## src/rtl/cpu8_pkg.sv

```systemverilog
// Shared word-level types and constants for the 8-bit CPU and its peripherals.
package cpu8_pkg;

  localparam int unsigned WORD_W         = 8;
  localparam int unsigned DEB_CYCLES_1MS = 16500;

  typedef logic [WORD_W-1:0] word_t;

endpackage

```

## src/rtl/deb_bit.sv

```systemverilog
// One switch bit: synchroniser chain, stability counter, debounced level and
// registered rise/fall strobes.
module deb_bit
  import cpu8_pkg::*;
#(
  parameter int unsigned SYNC_STAGES   = 2,
  parameter int unsigned STABLE_CYCLES = DEB_CYCLES_1MS
) (
  input  logic CLK,
  input  logic nRESET,
  input  logic n_in,
  output logic level,
  output logic rise,
  output logic fall,
  output logic accept_c
);

  localparam int unsigned CNT_W = $clog2(STABLE_CYCLES);
  localparam logic [CNT_W-1:0] CNT_MAX = CNT_W'(STABLE_CYCLES - 1);

  logic [SYNC_STAGES-1:0] sync_q;
  logic [CNT_W-1:0]       cnt_q;
  logic                   s_c;
  logic                   differ_c;

  // Last synchroniser stage, flipped to active-high.
  assign s_c      = ~sync_q[SYNC_STAGES-1];
  assign differ_c = (s_c != level);
  assign accept_c = differ_c && (cnt_q == CNT_MAX);

  always_ff @(posedge CLK) begin
    if (!nRESET) begin
      sync_q <= '1;
      cnt_q  <= '0;
      level  <= 1'b0;
      rise   <= 1'b0;
      fall   <= 1'b0;
    end else begin
      sync_q <= {sync_q[SYNC_STAGES-2:0], n_in};
      rise   <= 1'b0;
      fall   <= 1'b0;
      if (!differ_c) begin
        cnt_q <= '0;
      end else if (cnt_q == CNT_MAX) begin
        // Level held long enough: accept it and strobe the matching edge.
        level <= s_c;
        cnt_q <= '0;
        rise  <= s_c;
        fall  <= ~s_c;
      end else begin
        cnt_q <= cnt_q + CNT_W'(1);
      end
    end
  end

endmodule

```

## src/rtl/pi_debounce.sv

```systemverilog
// Debounced, active-high parallel-input word for the CPU PI port, with
// per-bit rise/fall strobes and a word-level change strobe.
module pi_debounce
  import cpu8_pkg::*;
#(
  parameter int unsigned WIDTH         = WORD_W,
  parameter int unsigned SYNC_STAGES   = 2,
  parameter int unsigned STABLE_CYCLES = DEB_CYCLES_1MS
) (
  input  logic             CLK,
  input  logic             nRESET,
  input  logic [WIDTH-1:0] nIN,
  output logic [WIDTH-1:0] PI,
  output logic [WIDTH-1:0] RISE,
  output logic [WIDTH-1:0] FALL,
  output logic             CHG
);

  logic [WIDTH-1:0] accept_c;

  for (genvar i = 0; i < WIDTH; i++) begin : g_bit
    deb_bit #(
      .SYNC_STAGES  (SYNC_STAGES),
      .STABLE_CYCLES(STABLE_CYCLES)
    ) u_deb_bit (
      .CLK     (CLK),
      .nRESET  (nRESET),
      .n_in    (nIN[i]),
      .level   (PI[i]),
      .rise    (RISE[i]),
      .fall    (FALL[i]),
      .accept_c(accept_c[i])
    );
  end

  // Registered so CHG lines up with the per-bit strobes.
  always_ff @(posedge CLK) begin
    if (!nRESET) begin
      CHG <= 1'b0;
    end else begin
      CHG <= |accept_c;
    end
  end

endmodule
```

## config.mk

```make
export PLATFORM = sky130hd
export DESIGN_NAME = pi_debounce
export DESIGN_NICKNAME = d
export VERILOG_FILES = /design/src/rtl/cpu8_pkg.sv /design/src/rtl/deb_bit.sv /design/src/rtl/pi_debounce.sv
export SDC_FILE = /design/constraint.sdc
export NUM_CORES = 1
export LEC_CHECK = 0
export ABC_AREA = 0
export CORE_UTILIZATION = 55
export CTS_CLUSTER_SIZE = 30
export DETAILED_ROUTE_END_ITERATION = 6
export DONT_BUFFER_PORTS = 1
export PLACE_DENSITY = 0.76
export SLEW_MARGIN = 15
export SYNTH_ARGS = -nofsm -noshare
export SYNTH_HDL_FRONTEND = slang
export SYNTH_SLANG_ARGS = --single-unit
```

## constraint.sdc

```tcl
create_clock -name CLK -period 2.27 [get_ports CLK]
set_input_delay 0.454 -clock CLK [delete_from_list [all_inputs] [get_ports CLK]]
set_output_delay 0.454 -clock CLK [all_outputs]
set_load 0.05 [all_outputs]
```

# [Word-level counts from Yosys, hierarchy flattened]
# Index checks and enable logic that the tools add are counted.
[totals] reg_bits=161 out_inout_bits=25 word_cells=115
[classes] n_addsub=8 n_eq_ne=16 bitwise=17 n_reduce_logical=33
[op_table] operator="$add A15 B1 Y15 const B" count=8
[op_table] operator="$eq A15 B15 Y1 const B" count=8
[op_table] operator="$reduce_and A3 Y1" count=8
[op_table] operator="$reduce_or A3 Y1" count=8
[op_table] operator="$not A1 Y1" count=17
[op_table] operator="$reduce_and A2 Y1" count=8
[op_table] operator="$logic_and A1 B1 Y1" count=8
[op_table] operator="$ne A1 B1 Y1" count=8
[op_table] operator="$reduce_or A8 Y1" count=1

# [Depth between registers and ports, before layout]
[logic_depth] ltp_word=4 depth_mapped=8 depth_no_buf=6

# [By module]
# Synthesis repeated with hierarchy kept, for this count alone.
[hier_totals] hier_cells=712 area_unflattened_um2=6946.7
[modules_own_cells] module="deb_bit at g_bit[0].u_deb_bit ..." n_inst=7 cells_each=88 area_each_um2=867.1 seq_area_each_um2=400.4
[modules_own_cells] module="deb_bit at g_bit[7].u_deb_bit" n_inst=1 cells_each=92 area_each_um2=837.1 seq_area_each_um2=400.4
[modules_own_cells] module="pi_debounce" n_inst=1 cells_each=4 area_each_um2=40.0 seq_area_each_um2=20.0

# [Worst setup path before layout]
# Ideal clock, no wire load.
[synth_path] kind="register to register" startpoint="reg g_bit[5].u_deb_bit.cnt_q[0]" endpoint="reg g_bit[5].u_deb_bit.cnt_q[10]" setup_time_ps=62 arrival_ps=1626 path_slack_ps=582 path_stages_with_launch=9 synth_period_minus_slack_ps=1688 cell_sequence="dfxtp_1 > ha_1 > and4bb_1 > nand4_2 > inv_2 > or3b_1 > buf_2 > buf_12 > nor2_4"
[synth_via] elab_chain_len=2 word_cells_on_any_way=3
[synth_lines] element="start: declaration" line_no="deb_bit.sv:22" rtl="logic [CNT_W-1:0] cnt_q;"
[synth_lines] element="start signal: assignment" line_no="deb_bit.sv:51" rtl="cnt_q <= cnt_q + CNT_W'(1);"
[synth_lines] element="branches (longest 2 deep; another with $add A15 B1 Y15)"
# Parallel ways; which one is timed is not known.
# A chain may end at the register's enable or synchronous reset.

# [Worst setup path in the final report]
[layout_path] startpoint="reg g_bit[2].u_deb_bit.cnt_q[0]" endpoint="reg g_bit[2].u_deb_bit.cnt_q[4]"
[layout_via] elab_chain_len=2 word_cells_on_any_way=3
[layout_lines] element="start: declaration" line_no="deb_bit.sv:22"
[layout_lines] element="start signal: assignment" line_no="deb_bit.sv:51"
[layout_lines] element="branches (longest 2 deep; another with $add A15 B1 Y15)"
# Parallel ways; which one is timed is not known.

==> flow_metrics.py <==
metrics = {
    "timing": {
        "hold_viol_final": 0,
        "fin_crit_ns": 1.91,
        "setup_tns_ns": 0,
        "slew_headroom": 0.625,
        "max_freq_ghz": 0.524,
        "tightest_slew_ns": 0.560,
        "final.setup_skew_ns": 0.00592,
        "finalCritPeriodShare": 0.841,
        "grt_setup_unrepaired": "no",
        "slew_viol_final": 0,
        "finalSetupViolations": 0,
        "hold_ws_ns": 0.114,
    },
    "routing": {
        "drc": 0,
        "first_pass_iters": 4,
        "drt_iter0_drc": 275,
        "viasPerCell": 5.35,
        "routedWlPerCell_um": 13.4,
        "num_vias": 4710,
        "wirelength_um": 11800,
        "final_antenna_net_count": 0,
    },
    "finish": {
        "n_fill_cell": 965,
        "multi_input_area_um2": 3160,
        "final_cell_mix": "dfxtp_1, nor2_1, nand2_1",
        "syn_to_final_growth_pct": 8.99,
        "layout_commonest_cell": "dfxtp_1",
        "diodes": 0,
        "drive_gt1_frac": 0.0926,
        "layout.area.seq_um2": 3220,
        "fin_nets": 739,
    },
    "cts": {
        "h-tree-depth": 4,
        "cts_tree": "yes",
        "cts.sinks": 161,
        "postCtsResizedCells": 0,
        "clkLatencyLatePin_ns": 0.42,
        "cts_hold_buf": 0,
        "cts_setup_buffers": 0,
        "cts_buffers": 17,
        "root_buffer": "clkbuf_16",
        "clk_pin_slew_ns": 0.06,
        "cts_buffer_depth": 2,
    },
    "synth": {
        "yosysTopAreaCell": "dfxtp_1",
        "yosys_warnings": 0,
        "ys_seq_area_frac": 0.476,
        "syn-num-nets": 753,
        "synth_seq_cells": 161,
        "synth.distinct_cells": 43,
        "avgSynthCellArea_um2": 9.22,
        "synthCells": 735,
        "ys_top_cells_by_area": "dfxtp_1, nor2_1, xnor2_1",
        "netlist_area_um2": 6780,
        "synthArstFlopShare": 0,
        "synth_edf_count": 0,
        "synth_ff_type": "dfxtp_1",
        "netlist.area_leader.share": 0.476,
    },
    "grt": {
        "grt_max_degree": 42,
        "grt.total_usage": 0.198,
        "grt-ovfl-total": 0,
        "grt_pass1_vias": 4494,
        "antenna_found_initial": 0,
        "grt_pass1_wl_um": 20100,
    },
    "placed_design": {
        "hpwlAfterDp_um": 8020,
        "place_congestion": 0.802,
        "port_buffers": 0,
    },
    "worst_hold_path": {
        "hold_class": "in2reg",
        "whs_path_depth": 1,
    },
    "die": {
        "num_io_pins": 35,
        "coreArea_um2": 12000,
        "start_util": 0.564,
        "num_rows": 40,
        "die_w_um": 113,
        "die_area_um2": 12800,
        "die_h_um": 113,
    },
    "setup_path": {
        "worstPathRequired_ns": 2.55,
        "worst-path-stages": 6,
        "worstPathArrival_ns": 2.19,
        "crit_family": "simple AND/OR/NAND/NOR gates",
        "cp-start-kind": "flip-flop",
        "worstPathCellList": "ha_1, nand2_1, nor4_1, and3_1, nand3b_1, nor2_1",
        "slowest_delay_ns": 0.46,
        "reg2reg_depth": 6,
        "crit_slowest_cell": "nand3b_1",
        "crit_path_end_kind": "flip-flop",
        "critPathBufInv": 0,
        "cp_max_fo": 15,
        "critPathKind": "reg2reg",
    },
    "power": {
        "cellPowerDensity_nw_per_um2": 821,
        "ir_worst_vdd_uv": 475,
        "leakage_nw": 2.49,
    },
    "job": {
        "cap_violations": 0,
    },
    "run_status": {
        "status": "finished clean",
    },
}
path summary, 6_finish.rpt:
kind	start	to	slack, ns
max	g_bit[2].u_deb_bit.cnt_q[0]	g_bit[2].u_deb_bit.cnt_q[4]	0.36
min	nRESET	g_bit[3].u_deb_bit.sync_q[1]	0.11
max reg2reg	g_bit[2].u_deb_bit.cnt_q[0]	g_bit[2].u_deb_bit.cnt_q[4]	0.36
min reg2reg	g_bit[7].u_deb_bit.sync_q[0]	g_bit[7].u_deb_bit.sync_q[1]	0.41
per-layer routing:
layer  vias to the layer above  routed length (um)  part of all wire  global-route usage
li1                       2403                   -                 -                   -
met1                      2220                5410              0.46               0.238
met2                        75                5800              0.49               0.334
met3                        12                 427             0.036              0.0520
met4                         0                 131             0.011              0.0895
met5                         -                   0                 0                   0
Yosys cell counts (2+ instances only):
library cell and count:
nor2_2 2, or3b_1 4, nor2_1 142, o22ai_1 2, nor3_1 17, nor4_2 4
nand3_1 44, clkbuf_1 4, and3_1 17, buf_6 4, xnor2_1 57, nor4b_1 6
buf_2 7, or2_1 2, nor4_4 2, nand3b_2 3, ha_1 8, nor2_4 8
inv_2 4, inv_1 17, nand4_1 19, o211a_1 8, nand2b_1 16, nand2_1 58
a221oi_1 2, nand3b_1 2, nor4_1 16, and4_1 6, or3_1 2, buf_4 26
xor2_1 54, dfxtp_1 161
cells by family after synthesis:
family / after synthesis / share of synthesized area
simple gates: 377 / 0.290
flops: 161 / 0.476
xor+xnor: 111 / 0.143
buf+inv: 63 / 0.0574
compound gates: 15 / 0.0188
fa+ha+maj: 8 / 0.0148
registers in the layout, summed over array words and instances, names as in the netlist:
| name | flops |
|---|---|
| CHG | 1 |
| g_bit.u_deb_bit.sync_q | 16 |
| g_bit.u_deb_bit.level | 8 |
| g_bit.u_deb_bit.rise | 8 |
| g_bit.u_deb_bit.cnt_q | 120 |
| g_bit.u_deb_bit.fall | 8 |
cell type report:
type | instances | area share
Timing Repair Buffer | 9 | 0.00915
Inverter | 21 | 0.0107
Tap cell | 147 | 0.0249
Clock buffer | 20 | 0.0632
Multi-Input combinational cell | 511 | 0.428
Clock inverter | 12 | 0.0273
Sequential cell | 161 | 0.436
through the flow:
stage               setup slack [ns]  power (mW)  std cells  utilization  instance area, um2
global route                  0.0586        6.26        881        0.615                7380
floorplan                      0.582        2.97        735            -                6780
global placement               0.468        2.96        849        0.559                6720
finish                         0.361        6.06        881        0.615                7380
detailed placement             0.359        2.96        849        0.559                6720
CTS                            0.358        6.11        881        0.615                7380
power by group:
| part | switching [mW] | internal, mW | leakage [nW] |
|---|---|---|---|
| clock | 1.12 | 2.04 | 0.323 |
| combinational | 0.0278 | 0.0163 | 0.865 |
| sequential | 0.0138 | 2.84 | 1.30 |
| total | 1.16 | 4.90 | 2.49 |
Note: power is estimated with default switching activity, not from simulation.
